**src/rtl/eight_div_module_pkg.sv**
```systemverilog
// Shared arithmetic definitions for the divider and its multiplier neighbour.
// Holds the default operand width, FSM state encoding and divide-by-zero result.
package eight_div_module_pkg;

    localparam int unsigned DefaultWidth = 8;

    typedef enum logic [1:0] {
        StIdle = 2'd0,
        StCalc = 2'd1,
        StDone = 2'd2
    } div_state_e;

    // Quotient reported when the divisor is zero (all ones at the default width).
    localparam logic [DefaultWidth-1:0] DivZeroQuot = '1;

endpackage

```
**src/rtl/div_step_module.sv**
```systemverilog
// One combinational restoring-division iteration: shift in the next dividend bit,
// trial-subtract the divisor, keep the difference only if it did not go negative.
module div_step_module
    import eight_div_module_pkg::*;
#(
    parameter int unsigned WIDTH = DefaultWidth
) (
    input  logic [WIDTH-1:0] r,
    input  logic             q_msb,
    input  logic [WIDTH-1:0] d,
    output logic [WIDTH-1:0] r_next,
    output logic             q_bit
);

    logic [WIDTH:0] shifted;
    logic [WIDTH:0] trial;

    // The partial remainder is always below the divisor, so WIDTH bits hold it and
    // the extra top bit of the trial difference acts purely as the borrow flag.
    always_comb begin
        shifted = {r, q_msb};
        trial   = shifted - {1'b0, d};
        q_bit   = ~trial[WIDTH];
        r_next  = trial[WIDTH] ? shifted[WIDTH-1:0] : trial[WIDTH-1:0];
    end

endmodule

```
**src/rtl/eight_div_module.sv**
```systemverilog
// Iterative unsigned restoring divider: one quotient bit per clock, results held
// until the next accepted start, single-cycle done strobe.
module eight_div_module
    import eight_div_module_pkg::*;
#(
    parameter int unsigned WIDTH = DefaultWidth
) (
    input  logic             clk,
    input  logic             rst_n,
    input  logic             start,
    input  logic [WIDTH-1:0] a,
    input  logic [WIDTH-1:0] b,
    output logic [WIDTH-1:0] quot,
    output logic [WIDTH-1:0] rem,
    output logic             busy,
    output logic             done,
    output logic             div_by_zero
);

    localparam int unsigned CntW = $clog2(WIDTH + 1);
    localparam logic [CntW-1:0] LastCnt = CntW'(WIDTH - 1);

    div_state_e state_q, state_d;
    logic [WIDTH-1:0] r_q, r_d;
    logic [WIDTH-1:0] q_q, q_d;
    logic [WIDTH-1:0] d_q, d_d;
    logic [CntW-1:0]  cnt_q, cnt_d;
    logic [WIDTH-1:0] quot_q, quot_d;
    logic [WIDTH-1:0] rem_q, rem_d;
    logic             dbz_q, dbz_d;

    logic [WIDTH-1:0] step_r;
    logic             step_bit;

    div_step_module #(
        .WIDTH (WIDTH)
    ) u_step (
        .r      (r_q),
        .q_msb  (q_q[WIDTH-1]),
        .d      (d_q),
        .r_next (step_r),
        .q_bit  (step_bit)
    );

    always_comb begin
        state_d = state_q;
        r_d     = r_q;
        q_d     = q_q;
        d_d     = d_q;
        cnt_d   = cnt_q;
        quot_d  = quot_q;
        rem_d   = rem_q;
        dbz_d   = dbz_q;

        unique case (state_q)
            StIdle: begin
                if (start) begin
                    if (b == '0) begin
                        // Zero divisor bypasses iteration entirely.
                        state_d = StDone;
                        quot_d  = '1;
                        rem_d   = a;
                        dbz_d   = 1'b1;
                    end else begin
                        state_d = StCalc;
                        q_d     = a;
                        d_d     = b;
                        r_d     = '0;
                        cnt_d   = '0;
                    end
                end
            end
            StCalc: begin
                r_d   = step_r;
                q_d   = {q_q[WIDTH-2:0], step_bit};
                cnt_d = cnt_q + CntW'(1);
                if (cnt_q == LastCnt) begin
                    state_d = StDone;
                    quot_d  = {q_q[WIDTH-2:0], step_bit};
                    rem_d   = step_r;
                    dbz_d   = 1'b0;
                end
            end
            StDone: begin
                state_d = StIdle;
            end
            default: begin
                state_d = StIdle;
            end
        endcase
    end

    always_ff @(posedge clk or negedge rst_n) begin
        if (!rst_n) begin
            state_q <= StIdle;
            r_q     <= '0;
            q_q     <= '0;
            d_q     <= '0;
            cnt_q   <= '0;
            quot_q  <= '0;
            rem_q   <= '0;
            dbz_q   <= 1'b0;
        end else begin
            state_q <= state_d;
            r_q     <= r_d;
            q_q     <= q_d;
            d_q     <= d_d;
            cnt_q   <= cnt_d;
            quot_q  <= quot_d;
            rem_q   <= rem_d;
            dbz_q   <= dbz_d;
        end
    end

    assign quot        = quot_q;
    assign rem         = rem_q;
    assign div_by_zero = dbz_q;
    assign busy        = (state_q != StIdle);
    assign done        = (state_q == StDone);

endmodule
```
**config.mk**
```make
export PLATFORM = sky130hd
export DESIGN_NAME = eight_div_module
export DESIGN_NICKNAME = d
export VERILOG_FILES = /design/src/rtl/eight_div_module_pkg.sv /design/src/rtl/div_step_module.sv /design/src/rtl/eight_div_module.sv
export SDC_FILE = /design/constraint.sdc
export NUM_CORES = 1
export LEC_CHECK = 0
export ABC_AREA = 1
export ABC_CLOCK_PERIOD_IN_PS = 2800
export CAP_MARGIN = 20
export CORE_ASPECT_RATIO = 1.5
export CORE_UTILIZATION = 40
export DETAILED_ROUTE_END_ITERATION = 6
export SLEW_MARGIN = 30
export SYNTH_ARGS = -nofsm -noshare
export SYNTH_HDL_FRONTEND = slang
export SYNTH_SLANG_ARGS = --single-unit
```
**constraint.sdc**
```tcl
create_clock -name clk -period 2.8 [get_ports clk]
set_clock_uncertainty 0.1 [all_clocks]
set_input_delay 0.42 -clock clk [delete_from_list [all_inputs] [get_ports clk]]
set_output_delay 0.42 -clock clk [all_outputs]
set_load 0.1 [all_outputs]
```
==> results of run 1 <==
worst paths after layout:
kind / from / endpoint / slack, ns
max reg2reg: q_q[7] / rem[7] / 0.49
min reg2reg: cnt_q[3] / cnt_q[3] / 0.39
min in group asynchronous: rst_n / quot[2] / 0.43
max in group asynchronous: rst_n / r_q[2] / 1.41
max: q_q[7] / rem[7] / 0.49
min: cnt_q[3] / cnt_q[3] / 0.39
per-stage QoR:
step / instance area [sq um] / cells / setup WS, ns / utilization (%)
after floorplan: 2560 / 339 / 0.584 / -
after global placement: 2960 / 445 / 0.615 / 47.9
after detailed placement: 2960 / 445 / 0.510 / 47.9
after CTS: 3050 / 454 / 0.501 / 49.3
after global routing: 3050 / 454 / 0.323 / 49.3
final: 3050 / 454 / 0.490 / 49.3
synthesized netlist by cell type (all sizes together):
cell,number,area (sq um)
a32o,1,10.0
nor2,37,144
inv,54,203
nand2,91,342
nand3,40,200
dfrtp,47,1180
a31oi,8,50.1
buf,8,48.8
fa,1,20.0
o211ai,1,7.51
or2,9,56.3
xnor2,1,8.76
a22o,1,8.76
nor3,1,10.0
ha,9,113
a21oi,4,20.0
xor2,2,17.5
clkbuf,2,7.51
o221ai,1,8.76
o21ai,19,98.9
a22oi,1,7.51
nand4,1,6.26
layout make-up:
cell class                      instances  area share [%]
Multi-Input combinational cell        228            37.0
Sequential cell                        47            38.6
Tap cell                               74            3.04
Timing Repair Buffer                   43            12.0
Clock buffer                            7            2.51
Clock inverter                          1           0.164
Inverter                               54            6.65
worst max-delay path: cells and delay by family (launching register included):
kind | cells | cell delay, ns
adder cells (fa/ha/maj) | 2 | 0.53
buffers and inverters | 3 | 0.16
flip-flops | 1 | 0.41
AND/OR/NAND/NOR | 9 | 1.02
sequential cells by signal, summed over array words and instances, names as in the netlist:
| register | cells |
|---|---|
| div_by_zero | 1 |
| rem | 8 |
| q_q | 8 |
| d_q | 8 |
| r_q | 8 |
| quot | 8 |
| state_q | 2 |
| cnt_q | 4 |
kinds of logic (layout without fill, tap and decap cells):
kind of cell | Yosys count | in the layout | share of synthesized area [%]
DFF | 47 | 47 | 45.9
buffers and inverters | 64 | 105 | 10.1
adders and majority gates | 10 | 10 | 5.17
and+or+nand+nor | 179 | 179 | 29.6
AOI/OAI and AO/OA | 36 | 36 | 8.25
xor gates and xnor gates | 3 | 3 | 1.03
per-layer routing:
layer / routed length, um / share of wire, %
met5: 0 / 0
met4: 85 / 1.5
met3: 113 / 2.0
met2: 3010 / 53
met1: 2480 / 44
==> summary.txt, run 1 <==
Routed Antenna Nets - 0
Critical Path RT - 2.90 ns
Crit-path max cell delay - 0.41 ns
Met1 Resource Use GR - 23.9%
Clk_lat worst skew - 0.30 ns
Worst hold slack - 0.386 ns
Kind of start point of the critical path - register
Pre-antenna DRT Iters - 4
CTS tree - built
Die Span Y - 100 um
Row cnt - 35
Top Ports - 38
Post-Synthesis Cell Area - 2560 sq um
Status - finished, final reports clean
Grt total ovfl - 0
CP arrival - 2.41 ns
RSZ-0062 raised after global routing - no
Fin crit period - 2.31 ns
Setup Viol. Count Final - 0
CP dominant cell by count - nand2_1
Clock root cell - clkbuf_8
# port buffers - 37
Achievable Freq - 433 MHz
Final period utilization - 82.5%
FILL cells - 607
Clk sink count - 47
PostCTS Resize Cnt - 0
Sequential fraction of the synthesis area - 45.9%
Post-DP HPWL - 4360 um
Critical path capture point type - register
Initial antenna violation count - 0
Hold-fix buffers at CTS - 1
CTS buffer count - 5
Avg Inst Size Synth - 7.56 sq um
Layout cells sized above 1 - 11.3%
Crit-path cells - inv_1 > ha_1 > inv_1 > fa_1 > nand2_1 > nand2_1 > nand3_1 > nand2_1 > nand2_1 > nand2_1 > nand3_1 > nand3_1 > nand2_1 > inv_1
DR vias - 2203
Diode count - 0
Post-CTS Setup Inserts - 0
Storage cell area - 1180 sq um
Core area - 6170 sq um
First-pass GRT wire length - 9890 um
Routed len/inst - 12.5 um
Final nets - 408
Least-Margin Pin Slew - 0.461 ns
Yosys warns - 0
Slew margin rel. - 69.2%
Worst path slowest cell - dfrtp_1
Mapped Nets - 368
Hold Path Class - register to register
Commonest non-fill, non-tap cell in the layout - nand2_1
Setup tns final - 0 ns
Vias/cell - 4.85
Top Usage Layer GRT - met2
1st-iter DRT viols - 122
Fin. max-slew vios - 0
Most frequent cells in the layout - 91 x nand2_1, 52 x inv_1, 47 x dfrtp_1
Die X - 67.4 um
Met2 Use GR - 34.0%
R2R depth - 14
Worst hold stages - 1
Post-synthesis instance total - 339
H-tree depth - 2
GRT met3 Usage - 2.95%
Maximum clock path buffer count - 2
Crit-path max FO - 9
Crit Path Class - register to register
Die footprint - 6740 sq um
P&R area growth vs syn - 18.8%
# DRC - 0
Total Wirelength - 5690 um
Starting density of the core - 41.5%
Largest net degree at the start of global routing - 36
Register bit total from synthesis - 47
Placer Congestion - 0.828
Max-cap viol count - 0
Tot GR Track Use - 19.5%
Vias in the first global route - 2156
Synth cell types - 29
Worst-path clk slew - 0.09 ns
Area of the multi-input gates - 1130 sq um
Final hold vios - 0
Power of run 1 is left out: the tool's default activity adds up to more than one toggle a clock period on the data nets, which glitch-free logic cannot reach.
==> inputs of run 2 (changes only) <==
ABC_CLOCK_PERIOD_IN_PS = 2000   (was 2800)
clock period = 2 ns   (was 2.8 ns; I/O delays follow)
==> run 2 against run 1 <==
The run now ends with setup timing left. Final cell count rose by 4.0%. Via count rose by 5.5%. Routed wire length rose by 11%. Core utilization rose by 6.6 points. Critical path type unchanged. Critical endpoint is now rem[0]. Worst hold slack got worse by 0.0072 ns.
==> summary.txt, run 2 (same netlist as run 1, synthesis figures left out) <==
Final hold vios - 0 (unchanged)
Critical Path RT - 2.11 ns (-0.79 ns)
Starting density of the core - 41.5% (unchanged)
Die Span Y - 100 um (unchanged)
Largest net degree at the start of global routing - 29 (-19%)
Row cnt - 35 (unchanged)
Final Worst Setup Slack - -0.0423 ns (-0.533 ns)
DP Worst Slack - -0.252 ns (-0.763 ns)
Achievable Freq - 490 MHz (+13%)
Slew margin rel. - 66.4% (-2.8 points)
Routed Antenna Nets - 0 (unchanged)
Vias/cell - 4.92 (+1.5%)
Core area - 6170 sq um (unchanged)
Worst hold slack - 0.379 ns (-0.00720 ns)
Setup tns final - -0.204 ns (-0.204 ns)
Routed len/inst - 13.3 um (+6.4%)
Die footprint - 6740 sq um (unchanged)
Die X - 67.4 um (unchanged)
# DRC - 0 (unchanged)
Worst-path clk slew - 0.09 ns (about the same)
Finished Cell Area - 3450 sq um (+13%)
Status - finished, violations left
Crit Path Class - register to register
Placer Congestion - 0.818 (-1.1%)
FILL cells - 579 (-4.6%)
Failing checks - setup timing
Grt total ovfl - 0 (unchanged)
Critical path capture point type - register
CP arrival - 2.15 ns (-0.26 ns)
Post-DP Area - 3110 sq um (+5.2%)
Final period utilization - 102% (+20 points)
Clock root cell - clkbuf_8
Setup Viol. Count Final - 9 (+9)
H-tree depth - 2 (unchanged)
# port buffers - 37 (unchanged)
Crit-path max FO - 5 (-4)
Max-cap viol count - 0 (unchanged)
Maximum clock path buffer count - 2 (unchanged)
RSZ-0062 raised after global routing - yes
Vias in the first global route - 2258 (+4.7%)
Commonest non-fill, non-tap cell in the layout - nand2_1
Layout cells sized above 1 - 23.9% (+13 points)
Hold Path Class - input port to async pin
Kind of start point of the critical path - register
Most frequent cells in the layout - 83 x nand2_1, 51 x inv_1, 47 x dfrtp_1
First-pass GRT wire length - 10300 um (+3.8%)
Initial antenna violation count - 0 (unchanged)
Diode count - 0 (unchanged)
Area of the multi-input gates - 1330 sq um (+18%)
Pre-antenna DRT Iters - 4 (unchanged)
Final nets - 426 (+4.4%)
Clk_lat worst skew - 0.30 ns (about the same)
Top Ports - 38 (unchanged)
1st-iter DRT viols - 85 (-30%)
Storage cell area - 1180 sq um (unchanged)
CTS tree - built
P&R area growth vs syn - 34.7%
Fin. max-slew vios - 0 (unchanged)
DR vias - 2324 (+5.5%)
CTS buffer count - 5 (unchanged)
Least-Margin Pin Slew - 0.503 ns (+0.0411 ns)
Fin crit period - 2.04 ns (-0.267 ns)
Clk sink count - 47 (unchanged)
Tot GR Track Use - 20.4% (+0.89 points)
Post-DP HPWL - 4570 um (+4.7%)
Total Wirelength - 6290 um (+11%)
## run 2: area by class of cell
cell class | count | share of cell area (%)
clock buffers | 6 | 2.39
clock inverters | 2 | 1.01
inverters | 54 | 5.87
multi-input cells | 230 | 38.6
flip-flops and latches | 47 | 34.1
well taps | 74 | 2.68
repair buffers | 59 | 15.4
## run 2: metrics by stage
| step | instances | utilization [%] |
|---|---|---|
| 6_report | 472 | 55.9 |
| 5_1_grt | 472 | 55.9 |
| 4_1_cts | 470 | 53.6 |
| 3_5_place_dp | 460 | 50.3 |
| 3_3_place_gp | 460 | 50.3 |
| 2_1_floorplan | 339 | - |
## run 2: worst max-delay path: stages (launching register included)
cell     delay (ns)
dfrtp_1        0.40
inv_1          0.06
ha_2           0.16
inv_2          0.04
fa_2           0.35
nand2_2        0.07
nand2_2        0.07
nand3_4        0.11
nand2_4        0.09
nand2_4        0.10
nand2_4        0.08
nand3_1        0.12
nand3_2        0.08
nand2_1        0.07
inv_1          0.03
## run 2: what timing repair did
action,CTS,global route
gates resized for setup,17,27
pin swaps,4,9
buffers inserted,0,1
hold endpoints to repair,19,0
setup endpoints to repair,18,28
gates cloned,1,1
hold buffers,1,0
## run 2: routing by layer
metal | vias up | part of all wire (%) | global-route usage [%]
met2 | 40 | 55 | 36.3
met1 | 1085 | 40 | 23.9
met5 | - | 0 | 0
li1 | 1183 | - | -
met3 | 16 | 2.4 | 2.39
met4 | 0 | 2.5 | 8.35
## run 2: worst paths after layout
check | start | endpoint | slack [ns] | depth (start not counted)
worst max-delay path | q_q[7] | rem[0] | -0.04 | 14
min in group clk | cnt_q[3] | cnt_q[3] | 0.39 | 1
max in group asynchronous | rst_n | d_q[4] | 0.91 | 3
worst min-delay path | rst_n | quot[3] | 0.38 | 2
worst max register to register | q_q[7] | rem[0] | -0.04 | 14
worst min register to register | cnt_q[3] | cnt_q[3] | 0.39 | 1
Power of run 2 is left out for the same reason.
==> inputs of run 3 (changes only) <==
SKIP_CTS_REPAIR_TIMING = 1   (was unset)
==> run 3 against run 2 <==
The flow still finishes with violations (setup timing). Sequential share of layout area rose by 0.17 points. Via count down 0.73%. Die area stayed put. Sequential cell count stayed put.
==> summary.txt, run 3 (same netlist as run 1, synthesis figures left out) <==
Status - finished, violations left
Failing checks - setup timing
Worst r2r dst - rem[0]
H-tree depth - 2 (unchanged)
Least-Margin Pin Slew - 0.504 ns (+0.00194 ns)
Vias in the first global route - 2292 (+1.5%)
Post-DP Area - 3110 sq um (unchanged)
Die Span Y - 100 um (unchanged)
Maximum clock path buffer count - 2 (unchanged)
Worst hold slack - 0.379 ns (+0.000435 ns)
Final Worst Setup Slack - -0.0495 ns (-0.00723 ns)
Vias/cell - 4.89 (-0.73%)
Tot GR Track Use - 19.9% (-0.49 points)
Hold Path Class - input port to async pin
Crit-path max FO - 5 (unchanged)
Util after Layout - 55.6% (-0.28 points)
Fin. max-slew vios - 0 (unchanged)
First-pass GRT wire length - 10000 um (-2.5%)
R2R depth - 14 (unchanged)
Critical path capture point type - register
Most frequent cells in the layout - 84 x nand2_1, 51 x inv_1, 47 x dfrtp_1
Clk sink count - 47 (unchanged)
Diode count - 0 (unchanged)
CTS tree - built
Starting density of the core - 41.5% (unchanged)
Commonest non-fill, non-tap cell in the layout - nand2_1
Clock root cell - clkbuf_8
CTS buffer count - 5 (unchanged)
Placed Cells incl. Taps - 460 (unchanged)
Routed len/inst - 13.1 um (-1.6%)
Total Wirelength - 6190 um (-1.6%)
Fin crit period - 2.05 ns (+0.00723 ns)
Die X - 67.4 um (unchanged)
Largest net degree at the start of global routing - 29 (unchanged)
Achievable Freq - 488 MHz (-0.35%)
Setup Viol. Count Final - 10 (+1)
RSZ-0062 raised after global routing - yes
Core area - 6170 sq um (unchanged)
Grt total ovfl - 0 (unchanged)
Die footprint - 6740 sq um (unchanged)
Final period utilization - 102% (+0.36 points)
FILL cells - 581 (+0.35%)
Finished Cell Area - 3440 sq um (-0.51%)
Worst-path clk slew - 0.09 ns (about the same)
Max-cap viol count - 0 (unchanged)
Crit Reg-Reg Startpoint - q_q[7]
Layout cells sized above 1 - 22.9% (-1.0 points)
Initial antenna violation count - 0 (unchanged)
Crit Path Class - register to register
Pre-antenna DRT Iters - 4 (unchanged)
1st-iter DRT viols - 77 (-9.4%)
Kind of start point of the critical path - register
Post-DP HPWL - 4570 um (unchanged)
Row cnt - 35 (unchanged)
CP arrival - 2.16 ns (about the same)
Placer Congestion - 0.818 (unchanged)
Final hold vios - 0 (unchanged)
# DRC - 0 (unchanged)
Non-Filler Instances - 472 (unchanged)
Clk_lat worst skew - 0.30 ns (about the same)
DR vias - 2307 (-0.73%)
P&R area growth vs syn - 34.0%
# port buffers - 37 (unchanged)
Flop2flop setup slack - -0.05 ns (about the same)
Slew margin rel. - 66.3% (-0.13 points)
Top Ports - 38 (unchanged)
Critical Path RT - 2.11 ns (about the same)
Routed Antenna Nets - 0 (unchanged)
Final nets - 426 (unchanged)
-- run 3: cell types whose count changed in the layout (fill, tap and decap cells not counted) --
| cell | delta |
|---|---|
| nand2_1 | +1 |
| buf_6 | -2 |
| xnor2_2 | -1 |
| nand3_2 | -2 |
| nand3_4 | +1 |
| ha_1 | +1 |
| buf_4 | +2 |
| nand3_1 | +1 |
| ha_2 | -1 |
| xnor2_1 | +1 |
| nand2_2 | -1 |
-- run 3: per-layer routing --
layer | track usage [%] | share of wire [%] | vias to the layer above | routed length (um)
li1 | - | - | 1182 | -
met1 | 22.6 | 41 | 1073 | 2520
met2 | 34.6 | 55 | 38 | 3390
met3 | 3.18 | 2.4 | 14 | 148
met4 | 10.3 | 2.1 | 0 | 129
met5 | 0 | 0 | - | 0
-- run 3: area by class of cell --
class | instances | area [sq um] | area share, %
timing repair buffer | 59 | 523 | 15.2
tap | 74 | 92.6 | 2.69
sequential | 47 | 1180 | 34.2
inverter | 54 | 203 | 5.90
multi-input combinational | 230 | 1320 | 38.5
clock buffer | 6 | 82.6 | 2.40
clock inverter | 2 | 35.0 | 1.02
-- run 3: through the flow --
step,setup TNS (ns),setup slack [ns]
2_1_floorplan,0,0.00397
3_3_place_gp,-2.56,-0.209
3_5_place_dp,-3.32,-0.252
4_1_cts,-3.65,-0.279
5_1_grt,-1.66,-0.162
6_report,-0.288,-0.0495
-- run 3: critical path, stage by stage (launching register included) --
cell	delay, ns
dfrtp_1	0.41
inv_1	0.06
ha_1	0.15
inv_2	0.04
fa_2	0.35
nand2_2	0.07
nand2_2	0.07
nand3_4	0.13
nand2_4	0.09
nand2_4	0.11
nand2_4	0.08
nand3_1	0.10
nand3_1	0.09
nand2_1	0.07
inv_1	0.03
-- run 3: worst max path at each step --
stage / from / end / slack (ns) / cells past startpoint
after floorplan: q_q[7] / rem[7] / 0.004 / 14
after detailed placement: q_q[7] / rem[7] / -0.25 / 14
after global placement: q_q[7] / rem[0] / -0.21 / 14
after CTS: q_q[7] / rem[7] / -0.28 / 14
after global routing: q_q[7] / rem[5] / -0.16 / 14
final: q_q[7] / rem[0] / -0.05 / 14
Power of run 3 is left out for the same reason.
